--- config.mk ---
export PLATFORM = sky130hd
export DESIGN_NAME = cache2vias_ctrl
export DESIGN_NICKNAME = d
export VERILOG_FILES = /design/src/rtl/cache2vias_ctrl.sv
export SDC_FILE = /design/constraint.sdc
export NUM_CORES = 1
export LEC_CHECK = 0
export CORE_ASPECT_RATIO = 0.7
export CORE_MARGIN = 1
export CORE_UTILIZATION = 59
export CTS_CLUSTER_SIZE = 12
export DETAILED_ROUTE_END_ITERATION = 8
export PLACE_DENSITY = 0.78
export SKIP_LAST_GASP = 1
export SYNTH_ARGS = -nofsm -noshare
export SYNTH_HDL_FRONTEND = slang
export SYNTH_SLANG_ARGS = --single-unit
--- constraint.sdc ---
create_clock -name clock -period 6 [get_ports clock]
set_input_delay 0.9 -clock clock [delete_from_list [all_inputs] [get_ports clock]]
set_output_delay 0.9 -clock clock [all_outputs]
set_load 0.02 [all_outputs]
--- src/rtl/cache2vias_ctrl.sv ---
// cache2vias_ctrl: 2-way 8-set write-back/write-allocate LRU cache; cpu_* request/ack port, mem_* req/ack write-back and refill port
module cache2vias_ctrl #(
  parameter int ADDR_W = 5,
  parameter int DATA_W = 8
) (
  input  logic              clock,
  input  logic              resetn,
  input  logic              cpu_req,
  input  logic              cpu_we,
  input  logic [ADDR_W-1:0] cpu_addr,
  input  logic [DATA_W-1:0] cpu_wdata,
  output logic [DATA_W-1:0] cpu_rdata,
  output logic              cpu_ack,
  output logic              hit,
  output logic              miss,
  output logic              mem_req,
  output logic              mem_we,
  output logic [ADDR_W-1:0] mem_addr,
  output logic [DATA_W-1:0] mem_wdata,
  input  logic [DATA_W-1:0] mem_rdata,
  input  logic              mem_ack
);
  localparam int TW = ADDR_W - 3;
  typedef enum logic [2:0] {IDLE, LOOKUP, WRITEBACK, REFILL, RESPOND} state_t;
  state_t state_q, state_d;
  logic [1:0] valid [8];
  logic [1:0] dirty [8];
  logic [TW-1:0] tags [8][2];
  logic [DATA_W-1:0] data [8][2];
  logic [7:0] lru;
  logic [ADDR_W-1:0] a_addr;
  logic a_we;
  logic [DATA_W-1:0] a_wdata;
  logic vway;
  logic [2:0] idx;
  logic [TW-1:0] tg;
  logic h0, h1, hit_any, hw, vic, vic_dirty;
  always_comb begin
    idx = a_addr[2:0];
    tg = a_addr[ADDR_W-1:3];
    h0 = valid[idx][0] && tags[idx][0] == tg;
    h1 = valid[idx][1] && tags[idx][1] == tg;
    hit_any = h0 || h1;
    hw = h1;
    vic = !valid[idx][0] ? 1'b0 : !valid[idx][1] ? 1'b1 : lru[idx];
    vic_dirty = valid[idx][vic] && dirty[idx][vic];
  end
  always_comb begin
    state_d = state_q;
    case (state_q)
      IDLE:      state_d = cpu_req && !cpu_ack ? LOOKUP : IDLE;
      LOOKUP:    state_d = hit_any ? IDLE : vic_dirty ? WRITEBACK : REFILL;
      WRITEBACK: state_d = mem_ack ? REFILL : WRITEBACK;
      REFILL:    state_d = mem_req && mem_ack ? RESPOND : REFILL;
      RESPOND:   state_d = IDLE;
      default:   state_d = IDLE;
    endcase
  end
  always_ff @(posedge clock) state_q <= !resetn ? IDLE : state_d;
  always_ff @(posedge clock) begin
    if (!resetn) begin
      for (int i = 0; i < 8; i++) begin
        valid[i] <= '0;
        dirty[i] <= '0;
      end
      lru <= '0;
      cpu_ack <= 1'b0;
      hit <= 1'b0;
      miss <= 1'b0;
      mem_req <= 1'b0;
      mem_we <= 1'b0;
      cpu_rdata <= '0;
      mem_addr <= '0;
      mem_wdata <= '0;
    end else begin
      cpu_ack <= 1'b0;
      hit <= 1'b0;
      miss <= 1'b0;
      case (state_q)
        IDLE: if (cpu_req && !cpu_ack) begin
          a_addr <= cpu_addr;
          a_we <= cpu_we;
          a_wdata <= cpu_wdata;
        end
        LOOKUP: if (hit_any) begin
          cpu_ack <= 1'b1;
          hit <= 1'b1;
          lru[idx] <= ~hw;
          cpu_rdata <= a_we ? a_wdata : data[idx][hw];
          if (a_we) begin
            data[idx][hw] <= a_wdata;
            dirty[idx][hw] <= 1'b1;
          end
        end else begin
          vway <= vic;
          mem_req <= 1'b1;
          mem_we <= vic_dirty;
          mem_addr <= vic_dirty ? {tags[idx][vic], idx} : a_addr;
          mem_wdata <= data[idx][vic];
        end
        WRITEBACK: if (mem_ack) mem_req <= 1'b0;
        // mem_req low on entry means we came from a write-back: that cycle is the mandatory gap
        REFILL: if (!mem_req) begin
          mem_req <= 1'b1;
          mem_we <= 1'b0;
          mem_addr <= a_addr;
        end else if (mem_ack) begin
          mem_req <= 1'b0;
          valid[idx][vway] <= 1'b1;
          dirty[idx][vway] <= a_we;
          tags[idx][vway] <= tg;
          data[idx][vway] <= a_we ? a_wdata : mem_rdata;
          lru[idx] <= ~vway;
          cpu_ack <= 1'b1;
          miss <= 1'b1;
          cpu_rdata <= a_we ? a_wdata : mem_rdata;
        end
        default: ;
      endcase
    end
  end
endmodule

[Yosys cells after proc, flatten, opt, wreduce, memory -nomap -nowiden]
Memory sizes are Yosys's and may differ from the RTL's. A register that Yosys moved wholly into a read port is not among the register bits.
Cells that the tools add are included.
Word-level totals
  flip-flop bits (word level): 52
  RAM bits: 192
  bits of input ports: 26
  output and inout bits: 26
  logic and storage cells: 192
  memories: 4
Operators by class
  $lt $le $gt $ge: 12
  eq/ne operators: 11
  muxes and demuxes: 103
  bitwise operators: 24
  reductions and logical operators: 24
Memory list
  data: words 8, width 16, rd ports 1, clocked after memory_dff 1, write ports 1, RTL line 29  | logic [DATA_W-1:0] data [8][2];
  tags: words 8, width 4, rd ports 1, clocked after memory_dff 1, write ports 1, RTL line 28  | logic [TW-1:0] tags [8][2];
  dirty: words 8, width 2, rd ports 1, clocked after memory_dff 1, write ports 8, RTL line 27  | logic [1:0] dirty [8];
  valid: words 8, width 2, rd ports 1, clocked after memory_dff 1, write ports 8, RTL line 26  | logic [1:0] valid [8];
Operators with widths (count)
  $mux W8: 16
  $mux W1: 47
  $mux W16: 2
  $pmux W8 S2: 2
  $mux W2: 11
  $mux W3: 7
  $or A1 B1 Y1: 18
  $bwmux W8: 2
  $demux W8 S1: 2
  $mux W5: 3
  $ne A2 B2 Y1 const B: 6
  $pmux W3 S4: 1
  $reduce_and A3 Y1: 4
  $logic_and A1 B1 Y1: 10
  $pmux W5 S2: 1
  $eq A3 B2 Y1 const B: 2
  $ge A2 B2 Y1 const B: 3
  $lt A1 B2 Y1 const B: 3
  $not A1 Y2: 3
  $eq A2 B2 Y1: 2
  $lt A2 B1 Y1 const B: 2
  $lt A3 B4 Y1 const B: 1
  $mux W4: 1
  $pmux W1 S2: 2
  other kinds (17): 23

[Depth between registers and ports, before layout]
  word-level depth: 11
  depth in mapped cells: 11
  mapped depth without buffers: 7

[Least setup slack after synthesis]
OpenSTA, ideal clock, no wires.
  kind: register -> register
  start: reg with a tool-made name
  end: mem data[5][10] (netlist name) (enable)
  library setup time: 370 ps
  arrival time: 2367 ps
  required time: 5630 ps
  slack: 3262 ps
  stages on the path, launching flop included: 8
  buffers on the path: 2
  period minus slack after synthesis: 2738 ps
  cell sequence: dfxtp_1 -> buf_2 -> mux4_2 -> mux2_2 -> and3_1 -> o31a_1 -> buf_2 -> nor2_1
RTL lines (RTL line)
  end, declared: 29

==> out/metrics.csv <==
metric;value;unit
status;completed;
grt_usage;26.6;%
yosysWarnings;0;
antenna_found_initial;0;
cellLeakagePower;3.99;nW
cp.arrival;4.08;ns
clock_path_buffers;3;
regArea;6860;sq um
worst_pin_slew;1.06;ns
ys_ff_latch;247;
cts_buffers;24;
final.fill_count;1123;
port_buffers;51;
ir_drop;214;uV
overflow;0;
grt_pass1_wl;35.9;mm
wl_per_cell;24.1;um
layout_commonest_cell;edfxtp_1;
power;3.63;mW
postCtsResizedCells;0;
setup_viol;0;
ctsRootBufferMaster;clkbuf_16;
coreArea;17200;sq um
yosysSeqAreaShare;66.1;%
fmax;254;MHz
cap_violations;0;
cts_setup_buffers;0;
vias;6108;
max_slew_margin;29.1;%
ys_types;49;
path_clk_slew;0.06;ns
critical_path_required;6.13;ns
hold_path_class;register to register;
routabilityCongestion;0.887;
dieArea;18100;sq um
dieHeight;113;um
via_per_inst;6.34;
fin_nets;740;
cts_tree;done;
critPathKind;register to register;
insertion_delay;0.51;ns
ys.flop_type;edfxtp_1;
synth.avg_cell_area;15.3;sq um
start_util;60.5;%
grt_max_degree;60;
crit_path_end_kind;register;
n_antenna_cell;0;
io_pins;52;
reg2reg_slack;2.06;ns
finalCritPeriodShare;65.7;%
cp_slowest_cell;dfxtp_2;
wirelength;23.2;mm
dp_hpwl;15.9;mm
timing.rr.end;data[1][10];
cp_cell_sequence;buf_4 -> mux2i_1 -> mux4_2 -> xor2_1 -> nand3b_2 -> o31a_1 -> nor2_1;
placedCellCount;919;
dp_slack;1.82;ns
final_cells;963;
drtIter0Drc;680;
synth-edff-count;191;
ys_top_cells_by_area;edfxtp_1 55%, dfxtp_1 11%, mux4_2 9.8%;
maxSlewViolCount;0;
cpPeakStageDelay;0.93;ns
async_reset_ff_share;0;%
rsz0062_at_grt;false;
syn_to_final_growth;12.6;%
fin_ws;2.06;ns
multi_input_area;3270;sq um
crit_path_start_kind;register;
cts-htree-levels;1;
hold_viol_final;0;
mostFrequentLayoutCells;191 x edfxtp_1, 64 x mux2i_1, 60 x nor2_1;
fp-row-count;40;
route.detailed.drc;0;
synth_largest_area_cell;edfxtp_1;
grt_pass1_vias;6030;
synthesis.nets;706;
synth_cells;680;
endpoint;data[1][10];
cts_sinks;247;
powerDensity;311;nW/um^2
finalSetupTns;0;ns
postRouteAntennaNets;0;
final_util;68.1;%
reg2reg_depth;7;
dr.pass1.iters;5;
cts_hold_repair.buffers;0;
die_x;161;um
yosys.area.top_type_share;55.3;%
synth_area;10400;sq um
cp_max_fo;26;
period_needed;3.94;ns
final_layout_size_suffix_gt1_share;16.1;%
clock_skew;0.0119;ns
==> flip-flops by register name (all words and copies together), names as in the netlist, 3 cells and up, named ones only <==
| signal | count |
|---|---|
| a_addr | 5 |
| a_wdata | 8 |
| cpu_rdata | 8 |
| data | 128 |
| dirty | 16 |
| lru | 8 |
| mem_addr | 5 |
| mem_wdata | 8 |
| state_q | 3 |
| tags | 32 |
| valid | 16 |
==> worst max-delay path, delay by kind of cell, from the launching register on <==
family	cells	cell delay (ns)
buffers and inverters	1	0.39
xor gates and xnor gates	1	0.19
DFF	1	0.93
muxes	2	0.66
AOI/OAI and AO/OA	1	0.50
and+or+nand+nor	2	0.85
==> cells by family (layout without fill, tap and decap cells) <==
kind of cell	after synthesis	in the layout	share of synthesized area, %
flops	247	247	66.1
buf+inv	52	104	2.39
compound gates	98	98	6.28
simple gates	151	151	6.82
xor+xnor	4	4	0.338
mux	128	128	18.1
==> area by class of cell <==
class	count	area share (%)
Sequential cell	247	58.7
Multi-Input combinational cell	381	28.0
Clock buffer	44	6.00
Timing Repair Buffer	57	4.71
Tap cell	231	2.47
Inverter	3	0.0964
==> worst min-delay path by stage <==
| stage | from | end | cells after the start |
|---|---|---|---|
| after global placement | valid[4][1] | valid[4][1] | 1 |
| after global routing | valid[0][0] | valid[0][0] | 1 |
| after CTS | valid[5][1] | valid[5][1] | 1 |
| after floorplan | valid[4][0] | valid[4][0] | 1 |
| final | valid[5][1] | valid[5][1] | 1 |
| after detailed placement | valid[0][0] | valid[0][0] | 1 |
==> metal layers <==
metal | track usage [%] | wire (um) | up-vias | share of wire (%)
met5 | 0 | 0 | - | 0
met4 | 6.60 | 426 | 0 | 1.8
met3 | 8.21 | 2490 | 40 | 11
met2 | 39.7 | 10300 | 342 | 44
met1 | 38.3 | 9960 | 3038 | 43
li1 | - | - | 2688 | -
==> synthesized netlist by cell type, types with 2 or more instances <==
cell / number
edfxtp_1: 191
mux2i_1: 64
nor2_1: 60
dfxtp_1: 56
mux4_2: 45
nand2_1: 35
clkbuf_1: 27
o21ai_0: 25
a21o_1: 18
mux2_2: 18
o22ai_1: 16
nand2b_1: 15
a21oi_1: 13
buf_2: 12
nand3_1: 11
nor2_2: 9
o311ai_0: 8
buf_4: 4
xor2_1: 4
buf_1: 3
buf_6: 3
inv_1: 3
nor2b_1: 3
o211ai_1: 3
a21oi_2: 2
a311oi_1: 2
and3_1: 2
nor3_1: 2
o21a_1: 2
o221a_2: 2
or2_1: 2
or2_2: 2
or3_1: 2
==> metrics by stage <==
stage	instance area [sq um]	hold WS (ns)
after floorplan	10400	0.421
after global placement	11000	0.427
after detailed placement	11000	0.438
after CTS	11700	0.453
after global routing	11700	0.470
final	11700	0.449
==> power by group <==
group	switching, mW	internal (mW)
logic	0.187	0.157
clock network	0.590	0.781
registers	0.0510	1.87
Note: power is estimated with default switching activity, not from simulation.
